===== config.mk =====
export PLATFORM = sky130hd
export DESIGN_NAME = muldiv_unit
export DESIGN_NICKNAME = d
export VERILOG_FILES = /design/src/rtl/muldiv_unit_pkg.sv /design/src/rtl/muldiv_unit.sv
export SDC_FILE = /design/constraint.sdc
export NUM_CORES = 1
export LEC_CHECK = 0
export CORE_ASPECT_RATIO = 2
export CORE_MARGIN = 3
export CORE_UTILIZATION = 65
export DETAILED_ROUTE_END_ITERATION = 10
export PLACE_DENSITY = 0.88
export SLEW_MARGIN = 20
export SYNTH_ARGS = -nofsm -noshare
export SYNTH_HDL_FRONTEND = slang
export SYNTH_SLANG_ARGS = --single-unit

===== constraint.sdc =====
create_clock -name clk -period 14.18 [get_ports clk]
set_clock_uncertainty 0.1 [all_clocks]
set_input_delay 2.127 -clock clk [delete_from_list [all_inputs] [get_ports clk]]
set_output_delay 2.127 -clock clk [all_outputs]
set_load 0.01 [all_outputs]

===== src/rtl/muldiv_unit_pkg.sv =====
// ---------------------------------------------------------------------------
// muldiv_unit_pkg -- shared core definitions for the M-extension unit.
//   muldiv_op_t  : 3-bit operation code, shared by decode and execute.
//   MULDIV_ITER  : number of radix-2 iterations per operation.
//   CNT_W        : width of the iteration counter.
//   abs_val()    : magnitude of a 32-bit value under a given signedness.
// ---------------------------------------------------------------------------
package muldiv_unit_pkg;

    typedef enum logic [2:0] {
        OP_MUL    = 3'd0,
        OP_MULH   = 3'd1,
        OP_MULHSU = 3'd2,
        OP_MULHU  = 3'd3,
        OP_DIV    = 3'd4,
        OP_DIVU   = 3'd5,
        OP_REM    = 3'd6,
        OP_REMU   = 3'd7
    } muldiv_op_t;

    localparam int MULDIV_ITER = 32;
    localparam int CNT_W       = 5;

    // 0x80000000 maps onto itself, which is also its correct unsigned magnitude.
    function automatic logic [31:0] abs_val(input logic [31:0] v, input logic is_signed);
        return (is_signed && v[31]) ? (32'd0 - v) : v;
    endfunction

endpackage


===== src/rtl/muldiv_unit.sv =====
// ---------------------------------------------------------------------------
// muldiv_unit -- iterative 32-bit multiply/divide unit, fixed latency.
//
// Ports
//   clk        in   core clock, rising edge
//   rst_n      in   asynchronous active-low reset
//   start      in   request an operation (accepted in IDLE or DONE only)
//   op         in   muldiv_op_t operation select
//   operand_a  in   rs1: multiplicand / dividend
//   operand_b  in   rs2: multiplier / divisor
//   flush      in   synchronous abort of the operation in flight
//   busy       out  high in CALC and FIX (execute-stage stall)
//   done       out  one-cycle pulse, result valid in that cycle
//   result     out  registered result, held until the next done
//
// Handshake: start is a request with no back-pressure signal; it is taken
// only on an edge where the unit is in IDLE or DONE and flush is low.
// Exactly 34 edges after acceptance (33 to reach DONE) done pulses for one
// cycle. Ignored requests are dropped, not queued.
// ---------------------------------------------------------------------------
module muldiv_unit
    import muldiv_unit_pkg::*;
(
    input  logic        clk,
    input  logic        rst_n,
    input  logic        start,
    input  logic [2:0]  op,
    input  logic [31:0] operand_a,
    input  logic [31:0] operand_b,
    input  logic        flush,
    output logic        busy,
    output logic        done,
    output logic [31:0] result
);

    typedef enum logic [1:0] {S_IDLE, S_CALC, S_FIX, S_DONE} state_t;

    state_t           state, state_nxt;
    muldiv_op_t       op_in, op_q;
    logic [31:0]      hi, lo, opnd;
    logic [CNT_W-1:0] cnt;
    logic             neg_q, b_zero_q;

    logic             accept, last_iter, is_div;
    logic             a_signed, b_signed, a_neg, b_neg;
    logic [31:0]      a_mag, b_mag;
    logic [33:0]      add_base, add_opnd, add_sum;
    logic [63:0]      prod_s;
    logic [31:0]      quo_s, rem_s, fix_val;

    assign op_in     = muldiv_op_t'(op);
    assign accept    = start && !flush && (state == S_IDLE || state == S_DONE);
    assign last_iter = (cnt == CNT_W'(MULDIV_ITER - 1));
    assign is_div    = op_q[2];

    // Operand signedness of the incoming request.
    assign a_signed = (op_in == OP_MULH) || (op_in == OP_MULHSU) ||
                      (op_in == OP_DIV)  || (op_in == OP_REM);
    assign b_signed = (op_in == OP_MULH) || (op_in == OP_DIV) || (op_in == OP_REM);
    assign a_neg    = a_signed && operand_a[31];
    assign b_neg    = b_signed && operand_b[31];
    assign a_mag    = abs_val(operand_a, a_signed);
    assign b_mag    = abs_val(operand_b, b_signed);

    // State register.
    always_ff @(posedge clk or negedge rst_n) begin
        if (!rst_n) state <= S_IDLE;
        else        state <= state_nxt;
    end

    // Next state and status outputs.
    always_comb begin
        state_nxt = state;
        busy      = 1'b0;
        done      = 1'b0;
        case (state)
            S_IDLE: if (start) state_nxt = S_CALC;
            S_CALC: begin
                busy = 1'b1;
                if (last_iter) state_nxt = S_FIX;
            end
            S_FIX: begin
                busy      = 1'b1;
                state_nxt = S_DONE;
            end
            S_DONE: begin
                done      = 1'b1;
                state_nxt = start ? S_CALC : S_IDLE;
            end
            default: state_nxt = S_IDLE;
        endcase
        if (flush) state_nxt = S_IDLE;
    end

    // One shared 34-bit adder per iteration.
    //   multiply: {0,hi} + (lo[0] ? multiplicand : 0), then {sum,lo} >> 1
    //   divide  : {hi,lo[31]} - divisor (two's complement add), restore on borrow
    always_comb begin
        if (is_div) begin
            add_base = {1'b0, hi, lo[31]};
            add_opnd = ~{2'b00, opnd};
        end else begin
            add_base = {2'b00, hi};
            add_opnd = lo[0] ? {2'b00, opnd} : 34'd0;
        end
        add_sum = add_base + add_opnd + {33'd0, is_div};
    end

    // Sign correction and special cases. Divide-by-zero already leaves the
    // dividend magnitude in hi, so only the quotient needs overriding; the
    // 0x80000000 / -1 overflow falls out of the magnitude arithmetic.
    always_comb begin
        prod_s  = neg_q ? (64'd0 - {hi, lo}) : {hi, lo};
        quo_s   = neg_q ? (32'd0 - lo) : lo;
        rem_s   = neg_q ? (32'd0 - hi) : hi;
        fix_val = 32'd0;
        case (op_q)
            OP_MUL:                      fix_val = prod_s[31:0];
            OP_MULH, OP_MULHSU, OP_MULHU: fix_val = prod_s[63:32];
            OP_DIV, OP_DIVU:             fix_val = b_zero_q ? 32'hFFFF_FFFF : quo_s;
            OP_REM, OP_REMU:             fix_val = rem_s;
            default:                     fix_val = 32'd0;
        endcase
    end

    // Datapath registers.
    always_ff @(posedge clk or negedge rst_n) begin
        if (!rst_n) begin
            op_q     <= OP_MUL;
            hi       <= 32'd0;
            lo       <= 32'd0;
            opnd     <= 32'd0;
            cnt      <= '0;
            neg_q    <= 1'b0;
            b_zero_q <= 1'b0;
            result   <= 32'd0;
        end else begin
            if (accept) begin
                op_q     <= op_in;
                cnt      <= '0;
                hi       <= 32'd0;
                b_zero_q <= (operand_b == 32'd0);
                if (op_in[2]) begin
                    lo    <= a_mag;
                    opnd  <= b_mag;
                    // op[1] separates REM/REMU from DIV/DIVU
                    neg_q <= op_in[1] ? a_neg : (a_neg ^ b_neg);
                end else begin
                    lo    <= b_mag;
                    opnd  <= a_mag;
                    neg_q <= a_neg ^ b_neg;
                end
            end else if (state == S_CALC) begin
                cnt <= cnt + 1'b1;
                if (is_div) begin
                    if (!add_sum[33]) begin
                        hi <= add_sum[31:0];
                        lo <= {lo[30:0], 1'b1};
                    end else begin
                        hi <= add_base[31:0];
                        lo <= {lo[30:0], 1'b0};
                    end
                end else begin
                    hi <= add_sum[32:1];
                    lo <= {add_sum[0], lo[31:1]};
                end
            end
            if (state == S_FIX && !flush) result <= fix_val;
        end
    end

endmodule


==> impl_results.md <==
- Count of H-tree levels built during CTS: 4
- Root buf cell: clkbuf_16
- Remaining max-slew budget at the tightest pin: between 20% and 30%
- Run status: completed
- Setup repair after global routing missed its margin: false
- Category of the worst setup path capture point: register
- Critical path's slowest cell: a21boi_2
- Most frequent cell after synthesis: nand2_1
- Highest Clock Rate: between 0.15 and 0.2 GHz
- Worst reg2reg setup slack: approximately 8300 ps
- Depth of the most critical reg-to-reg path: 13
- Post-synthesis sequential area ratio: approximately a quarter
- Final Hold Vio Count: 0
- Gate power share: around 67%
- Reg-to-reg critical path startpoint: op_q[2]
- Total global routing overflow: 0
- Cell Chain, Critical Path: buf_4 > buf_4 > mux2_2 > ha_1 > nand2_1 > or3b_2 > and2_1 > o221ai_1 > o211ai_1 > a21boi_2 > nor2_1 > a311oi_1 > a32o_1
- Starting density of the core: 66.9%
- Worst-case vdd ir drop: 0.000136 V
- Number of placement rows: between 70 and 80
- Top flip-flop cell by instance count after synthesis: dfrtp_1
- Fraction of registers with async set or reset after synthesis: between 90% and 100%
- Hold_buf cts: 0
- Share of the cycle needed by the critical path after routing: 41.1%
- Delay of the slowest cell on the worst path: between 600 and 700 ps
- Gp weighted congestion: about 1.0
- Total Neg Setup Slack: 0 ps
- Area growth syn-to-layout: 12.0%
- Total count of max-transition violations in the final report: 0
- Pin slew with the least headroom to its limit: around 1100 ps
- Count of mapped cells out of synthesis: about 1800
- Post-synthesis cell area: between 10000 and 15000 sq um
- Floorplan Core Area: between 20000 and 25000 sq um
- Net load switching power: ~0.0022 W
- Count of input and output buffers: between 100 and 150
- Leading post-synthesis cells by cell area: dfrtp_1, o21ai_0, nand2_1
- Antenna violations before repair: 3
- Count of unresolved DRC violations after routing: 0
- CP required: about 14000 ps
- Area share of the leading cell type in the synthesized netlist: around a quarter
- Clock tree from TritonCTS: built
- Average routed wire per standard cell: approximately 25 microns
- Int Power: ~0.0018 W
- Type of the tightest min-delay check: register to register
- Source of the worst hold timing path: result[6]
- Post CTS Setup Buffer Count: 0
- Yosys warnings: 0
- Leakage power summed over all cells: about 5.9 nW
- Total GRT Usage: about 47%
- Critical path origin: op_q[2]
- TritonCTS sink count: 140
- Clock latency on the worst-skew pair: 460 ps
- Number of nets in the synthesized netlist: around 1900
- Die ar.: 22500 sq um
- Ports: between 100 and 150
- Vertical die dimension: approximately 210 microns
- Detailed Routing Iterations Pass 1: 7
- Worst reg2reg endpoint: hi[30]
- Final period demand of the worst path: ~5800 ps
- Library cell with the largest summed area after synthesis: dfrtp_1
- CTS Buf Count: 17
- Register share of total power: between 20 and 25%
- Worst hold path cell count: 2
- Clock network power share: a little over a tenth
- ANT cells: 0
- Max-capacitance violation count: 0
- Pin count of the biggest net entering global routing: 85
- Final cell utilization of the core: 74.9%
- Vias in the first global route: about 14000
- Worst Hold End: result[6]
- Cell variety after synth: 79
- Vias per cell: a little over 7
- DP Wirelength: about 38000 microns
- Critical-path maximum fanout: just under 60
- Switching share of total power: ~55%
- Longest Clk Path Bufs: 2
- Antenna Violating Nets Remaining: 0
- Clk slew on worst S/H paths: 70 ps
- Commonest cells in the netlist: nand2_1, o21ai_0, dfrtp_1
- Power per standard cell area: about 270 nW/um^2
- Worst endpoint data arrival time: 6120 ps
- Number of endpoints failing setup at the final stage: 0
- Number of enable flip-flop cells after synthesis: 0
- Nets@finish: approximately 1900
- Worst Path Class, Setup: register to register
- Vias after detailed routing: between 10000 and 15000
- DRT iter0 DRCs: around 1900
- Number of resized instances in the post-cts repair step: 0
- Post-Syn Area per Cell: between 7 and 8 sq um
- First-pass GRT wire length: roughly 80000 microns
- Fraction of layout instances using a drive strength above 1: under 10%
- Cell type with the highest occurrence count on the critical path: buf_4
- #FFs+latches synth: 140
- Critical path startpoint category: register
- Floorplan die width: 108 microns
- Total length of routed wires: 52300 microns
[flip-flops by register name (all words and copies together) (netlist names)]
name / flops
neg_q: 1
b_zero_q: 1
opnd: 32
result: 32
hi: 32
state: 2
op_q: 3
cnt: 5
lo: 32
[through the flow]
| step | std cells | worst slack, ps | hold slack, ps | power [W] | area, sq um |
|---|---|---|---|---|---|
| 5_1_grt | 2091 | 8090 | 401 | 0.00430 | 15100 |
| 3_3_place_gp | 2059 | 8660 | 353 | 0.00338 | 14500 |
| 6_report | 2091 | 8350 | 372 | 0.00406 | 15100 |
| 3_5_place_dp | 2059 | 8500 | 359 | 0.00345 | 14500 |
| 2_1_floorplan | 1804 | 9520 | 366 | 0.00260 | 13400 |
| 4_1_cts | 2091 | 8490 | 374 | 0.00390 | 15000 |
[cells by family after synthesis]
group	synth area share [%]
adders and majority gates	4.30
xor gates and xnor gates	9.51
muxes	6.00
and+or+nand+nor	20.6
buffers and inverters	4.60
DFF	26.1
AOI/OAI and AO/OA	28.9
[routing by layer]
layer  global-route usage [%]  vias to the layer above  routed length [microns]
li1                         -                     6587                        -
met1                     45.4                     6840                    15700
met2                     75.4                      965                    24400
met3                     15.4                      371                     5200
met4                     47.1                        6                     6960
met5                        0                        -                       68
[critical path, delay by kind of cell (launching register included)]
family | cells | cell delay, ps
compound gates | 5 | 1880
buf+inv | 2 | 1170
simple gates | 4 | 1160
flops | 1 | 630
mux | 1 | 410
fa+ha+maj | 1 | 380
[layout by cell type (no fill, tap or decap), drive strengths merged, types with 6 or more instances in the layout]
cell	instances
nor4	17
o41ai	14
or4	18
a21boi	7
clkdlybuf4s50	102
or3	23
dfrtp	140
inv	33
a31oi	20
or2	14
a221oi	13
a211oi	17
o221ai	10
and2	9
xor2	59
clkbuf	17
nand3	32
o21ai	266
nand4	6
nor3	28
and3	7
a22o	8
o31ai	34
o211ai	47
xnor2	87
mux2	29
mux2i	48
a21o	10
nand2b	14
nor2	131
buf	24
o31a	6
nand2	279
o22ai	15
ha	43
clkinv	8
nor2b	8
a21oi	127
[power groups by stage]
stage / Sequential (W) / Clock (W) / Combinational [W]
2_1_floorplan: 0.000735 / 0 / 0.00187
3_3_place_gp: 0.000871 / 0 / 0.00250
3_5_place_dp: 0.000887 / 0 / 0.00256
4_1_cts: 0.000884 / 0.000439 / 0.00258
5_1_grt: 0.000919 / 0.000457 / 0.00292
6_report: 0.000909 / 0.000440 / 0.00271
[cell type report]
class                           instances  area, sq um
Clock inverter                         15          139
Sequential cell                       140         3510
Clock buffer                           17          425
Multi-Input combinational cell       1502         9340
Timing Repair Buffer                  126         1200
Inverter                               29          109
Fill cell                            1575         5040
Tap cell                              262          328
[how the worst max path moves through the flow]
stage	endpoint	slack (ps)	cells after the start
finish	hi[30]	8350	13
global route	hi[3]	8090	13
CTS	hi[30]	8490	13
detailed placement	hi[30]	8500	13
global placement	hi[30]	8660	13
floorplan	hi[24]	9520	14
Note: power is estimated with default switching activity, not from simulation.
